--- src/rtl/tff_count_ctrl_pkg.sv ---
// Shared types for the T flip-flop counter sequencer: FSM state encoding
// and count-direction constants.
package tff_ctrl_pkg;

    typedef enum logic [1:0] {
        IDLE = 2'b00,
        LOAD = 2'b01,
        RUN  = 2'b10,
        DONE = 2'b11
    } state_t;

    localparam logic UP   = 1'b0;
    localparam logic DOWN = 1'b1;

endpackage

--- src/rtl/tff_count_ctrl_if.sv ---
// Run-control handshake and counter observation bundle between the
// requesting logic (master) and the sequencer (slave).
interface tff_count_ctrl_if #(
    parameter int WIDTH = 4
);
    logic             start;
    logic             mode;
    logic [WIDTH-1:0] limit;
    logic             hold;
    logic [WIDTH-1:0] count;
    logic [WIDTH-1:0] toggle;
    logic             busy;
    logic             done;

    modport master (
        output start, mode, limit, hold,
        input  count, toggle, busy, done
    );

    modport slave (
        input  start, mode, limit, hold,
        output count, toggle, busy, done
    );
endinterface

--- src/rtl/tff_count_ctrl_bank.sv ---
// Bank of T flip-flops: each bit inverts on the clock edge when its toggle
// bit is set; the whole bank clears asynchronously on reset.
module tff_bank #(
    parameter int WIDTH = 4
) (
    input  logic             clk,
    input  logic             reset,
    input  logic [WIDTH-1:0] toggle,
    output logic [WIDTH-1:0] q
);

    always_ff @(posedge clk or posedge reset) begin
        if (reset) begin
            q <= '0;
        end else begin
            q <= q ^ toggle;
        end
    end

endmodule

--- src/rtl/tff_count_ctrl.sv ---
// Up/down run sequencer for a T flip-flop counter bank. The bank value only
// ever changes through the toggle vector, toggle = count ^ next_count.
module tff_count_ctrl
    import tff_ctrl_pkg::*;
#(
    parameter int WIDTH = 4
) (
    input  logic            clk,
    input  logic            reset,
    tff_count_ctrl_if.slave bus
);

    localparam logic [WIDTH-1:0] ONE = {{(WIDTH-1){1'b0}}, 1'b1};

    state_t           state;
    state_t           state_nxt;
    logic             mode_q;
    logic [WIDTH-1:0] limit_q;
    logic [WIDTH-1:0] count;
    logic [WIDTH-1:0] toggle;
    logic [WIDTH-1:0] init_val;
    logic [WIDTH-1:0] end_val;
    logic [WIDTH-1:0] step_val;

    tff_bank #(.WIDTH(WIDTH)) u_bank (
        .clk    (clk),
        .reset  (reset),
        .toggle (toggle),
        .q      (count)
    );

    // mode/limit are captured only on an accepted start, so mid-run changes are inert
    always_ff @(posedge clk or posedge reset) begin
        if (reset) begin
            state   <= IDLE;
            mode_q  <= UP;
            limit_q <= '0;
        end else begin
            state <= state_nxt;
            if (state == IDLE && bus.start) begin
                mode_q  <= bus.mode;
                limit_q <= bus.limit;
            end
        end
    end

    always_comb begin
        init_val  = (mode_q == UP) ? '0 : limit_q;
        end_val   = (mode_q == UP) ? limit_q : '0;
        step_val  = (mode_q == UP) ? count + ONE : count - ONE;
        state_nxt = state;
        toggle    = '0;
        case (state)
            IDLE: begin
                if (bus.start) state_nxt = LOAD;
            end
            LOAD: begin
                toggle    = count ^ init_val;
                state_nxt = (init_val == end_val) ? DONE : RUN;
            end
            RUN: begin
                // The end value is checked before stepping, so the counter never wraps
                if (!bus.hold) begin
                    toggle = count ^ step_val;
                    if (step_val == end_val) state_nxt = DONE;
                end
            end
            DONE: begin
                state_nxt = IDLE;
            end
            default: state_nxt = IDLE;
        endcase
    end

    assign bus.count  = count;
    assign bus.toggle = toggle;
    assign bus.busy   = (state != IDLE);
    assign bus.done   = (state == DONE);

endmodule

--- src/flat_wrapper.sv ---
// flat-port wrapper written by rule: the top's interface ports become plain ports
module tff_count_ctrl_flat import tff_ctrl_pkg::*;
#(
    parameter int WIDTH = 4
)
  (clk, reset, bus_start, bus_mode, bus_limit, bus_hold, bus_count, bus_toggle, bus_busy, bus_done);
  tff_count_ctrl_if #(.WIDTH(WIDTH)) bus_i ();
  input  logic clk;
  input  logic reset;
  input wire logic [$bits(bus_i.start)-1:0] bus_start;
  input wire logic [$bits(bus_i.mode)-1:0] bus_mode;
  input wire logic [$bits(bus_i.limit)-1:0] bus_limit;
  input wire logic [$bits(bus_i.hold)-1:0] bus_hold;
  output wire logic [$bits(bus_i.count)-1:0] bus_count;
  output wire logic [$bits(bus_i.toggle)-1:0] bus_toggle;
  output wire logic [$bits(bus_i.busy)-1:0] bus_busy;
  output wire logic [$bits(bus_i.done)-1:0] bus_done;
  assign bus_i.start = bus_start;
  assign bus_i.mode = bus_mode;
  assign bus_i.limit = bus_limit;
  assign bus_i.hold = bus_hold;
  assign bus_count = bus_i.count;
  assign bus_toggle = bus_i.toggle;
  assign bus_busy = bus_i.busy;
  assign bus_done = bus_i.done;
  tff_count_ctrl #(.WIDTH(WIDTH)) u_core (.clk(clk), .reset(reset), .bus(bus_i));
endmodule
--- config.mk ---
export PLATFORM = sky130hd
export DESIGN_NAME = tff_count_ctrl_flat
export DESIGN_NICKNAME = d
export VERILOG_FILES = /design/src/rtl/tff_count_ctrl_pkg.sv /design/src/rtl/tff_count_ctrl_if.sv /design/src/rtl/tff_count_ctrl_bank.sv /design/src/rtl/tff_count_ctrl.sv /design/src/flat_wrapper.sv
export SDC_FILE = /design/constraint.sdc
export NUM_CORES = 1
export LEC_CHECK = 0
export BUFFER_PORTS_ARGS = -buffer_cell sky130_fd_sc_hd__buf_4
export CAP_MARGIN = 10
export CORE_MARGIN = 2
export CORE_UTILIZATION = 56
export DETAILED_ROUTE_END_ITERATION = 8
export GPL_TIMING_DRIVEN = 0
export PLACE_DENSITY = 0.86
export SLEW_MARGIN = 20
export SYNTH_ARGS = -nofsm -noshare
export SYNTH_HDL_FRONTEND = slang
export SYNTH_SLANG_ARGS = --single-unit
--- constraint.sdc ---
create_clock -name clk -period 5 [get_ports clk]
set_input_delay 0.75 -clock clk [delete_from_list [all_inputs] [get_ports clk]]
set_output_delay 0.75 -clock clk [all_outputs]
set_load 0.005 [all_outputs]
==> results.yml <==
die:
  fp.coreArea_um2: 1670
  die_area_um2: 2080
  std_cell_rows: 15
  initial_core_util_pct: 57.9
  io_pins: 19
  die_h_um: 45.6
  die_w_um: 45.6
critical_path:
  required_ps: 4250
  crit_type: "register to output port"
  critPathTopFamily: "flip-flops"
  worstPathArrival_ps: 2040
  startpoint_type: "register"
  reg2reg_slack_ps: 2820
  crit_chain: "fa_1 -> xor2_1 -> xnor2_1 -> o2bb2ai_1 -> and2_1 -> buf_4"
  worst_setup_path_end_kind: "output port"
  critPathMaxFanout: 7
  max_stage_delay_ps: 480
  path_buf_inv: 1
  slowest_stage: "dfrtp_1"
logic_synthesis:
  ys_seq_area_share_pct: 28.5
  synthCells: 103
  synth_top_area_cell: "dfrtp_1"
  ys_ff_latch: 11
  synth_fp_nets: 120
  synth_area_leaders: "dfrtp_1, ha_1, xnor2_1"
  synth_top_cell_area_share_pct: 28.5
  syn_area_per_cell_um2: 9.39
  mappedNetlistArea_um2: 967
  yosysWarnings: 0
  yosysUniqueCellTypes: 42
clock_network:
  cts_sinks: 11
  cts_resized: 0
  worstSkewPairLatency_ps: 280
  postCtsSetupBuffers: 0
  cts-root-buf: "clkbuf_4"
  hold_buffers: 0
  clk_path_buf_depth: 2
  cts_buffers: 3
  clk_pin_slew_worst_paths_ps: 80
  cts_tree: "yes"
  htreeDepth: 1
layout:
  syn2layout_area_growth_pct: 19.0
  drive_gt1_share_pct: 29.6
  final_cell_mix: "buf_4, dfrtp_1, nor2_1"
  nFillCells: 135
  fin_nets: 143
  postLayoutCellArea_um2: 1150
  final_common_cell: "buf_4"
  diodes: 0
  final_cells: 142
timing:
  tns_ps: 0
  hold_viol_final: 0
  final_max_slew_viol_count: 0
  skew_ps: 0.881
  layout_min_cycle_time_ps: 2790
  slew-limit-headroom_pct: 70.1
  fmax_ghz: 0.358
  holdWs_ps: 470
  rsz0062_at_grt: "false"
  finalSetupViolations: 0
  tightest_slew_ps: 448
  fin_ws_ps: 2210
  period_share_pct: 55.9
grt:
  grt_max_degree: 12
  grt_usage_pct: 24.3
  grt_pass1_vias: 806
  antenna_found_initial: 0
  grt_pass1_wl_mm: 3.65
  overflow: 0
placement:
  dp_cells: 138
  io_buffers: 18
  pre_cts_ws_ps: 2530
  dpl_cell_area_um2: 1120
  dp_hpwl_mm: 1.62
  place_congestion: 0.829
detailed_routing:
  vias_per_cell: 5.96
  totalWireLength_mm: 2.15
  wl_per_cell_um: 15.1
  drt_iter0_drc: 20
  antenna_left: 0
  route.detailed.drc: 0
  vias: 847
  firstDrtPassIters: 4
power_and_ir_drop:
  vdd_ir_drop_max_uv: 479
  power_density_nw_per_um2: 822
  p_leak_nw: 0.520
outcome:
  status: "finished, final reports clean"
run:
  drv_cap: 0
worst_hold_path:
  hold_class: "input port to asynchronous set/reset pin"
kinds of logic after synthesis:
family,count (synthesis),share of synthesized area [%]
and+or+nand+nor,33,18.5
AOI/OAI and AO/OA,26,20.7
xor gates and xnor gates,11,9.96
DFF,11,28.5
buffers and inverters,8,4.40
adders and majority gates,8,11.1
muxes,6,6.86
worst register-to-register path: stages, from the launching register on:
cell	delay [ps]
dfrtp_1	480
fa_1	540
xor2_1	160
or4b_4	520
a21oi_2	160
a21oi_1	80
a31oi_1	170
layout make-up:
class | instances | area, µm² | area share, %
multi-input cells | 84 | 649 | 56.4
flip-flops and latches | 11 | 275 | 23.9
repair buffers | 18 | 135 | 11.7
plain buffers | 4 | 27.5 | 2.39
clock buffers | 3 | 22.5 | 1.96
well taps | 17 | 21.3 | 1.85
inverters | 4 | 15.0 | 1.30
clock inverters | 1 | 5.00 | 0.435
Yosys cell counts:
master,n
and2b_1,1
xnor2_1,7
a211o_1,1
o2bb2ai_1,1
a21o_1,1
a211oi_4,1
inv_1,4
o21ai_1,1
o21a_1,1
and2_1,2
nor3_1,1
o211ai_1,1
nand3_1,3
clkbuf_1,1
nand3b_1,1
xor2_1,4
a31oi_1,3
nand2b_2,1
a21boi_1,1
or4b_4,1
dfrtp_1,11
o21ai_0,2
a21oi_1,5
nand2_1,8
nand2b_1,2
mux2i_1,1
buf_4,1
fa_1,1
mux2_2,5
a311oi_1,2
o21bai_1,1
buf_6,1
o2111ai_1,1
nor2_1,9
nor4bb_1,1
nand3_2,1
a21bo_1,1
buf_2,1
a21oi_2,2
a22oi_2,1
nor2b_1,2
ha_1,7
through the flow:
| step | utilization (%) | total power [mW] |
|---|---|---|
| 3_3_place_gp | 67.3 | 0.842 |
| 4_1_cts | 68.9 | 0.946 |
| 6_report | 68.9 | 0.946 |
| 5_1_grt | 68.9 | 1.03 |
| 2_1_floorplan | - | 0.708 |
| 3_5_place_dp | 67.3 | 0.877 |
sequential cells by signal, indices dropped and copies added (netlist names):
signal	flops
u_core.limit_q	4
u_core.state	2
u_core.mode_q	1
u_core.u_bank.q	4
per-layer routing:
| layer | share of wire (%) | global-route usage [%] | wire (µm) | vias to the layer above |
|---|---|---|---|---|
| met5 | 0 | 0 | 0 | - |
| met2 | 53 | 42.3 | 1140 | 18 |
| met1 | 42 | 30.4 | 911 | 417 |
| met4 | 1.3 | 10.0 | 27 | 0 |
| li1 | - | - | - | 407 |
| met3 | 3.1 | 2.38 | 67 | 5 |
path summary, 6_finish.rpt:
check | startpoint | end | cells past startpoint
worst min-delay path | reset | u_core.u_bank.q[2] | 2
worst max register to register | u_core.u_bank.q[1] | u_core.state[0] | 6
min in group clk | u_core.u_bank.q[2] | u_core.u_bank.q[2] | 1
worst max-delay path | u_core.u_bank.q[1] | bus_toggle[2] | 6
worst min register to register | u_core.u_bank.q[2] | u_core.u_bank.q[2] | 1
max in group asynchronous | reset | u_core.state[1] | 2
power breakdown:
part / total, mW / switching (mW) / leakage (nW) / internal, mW
Clock: 0.0641 / 0.0343 / 0.0177 / 0.0297
Combinational: 0.672 / 0.341 / 0.371 / 0.331
Sequential: 0.210 / 0.0739 / 0.131 / 0.136
Total: 0.946 / 0.449 / 0.520 / 0.497
Power figures use the tool's default switching activity.
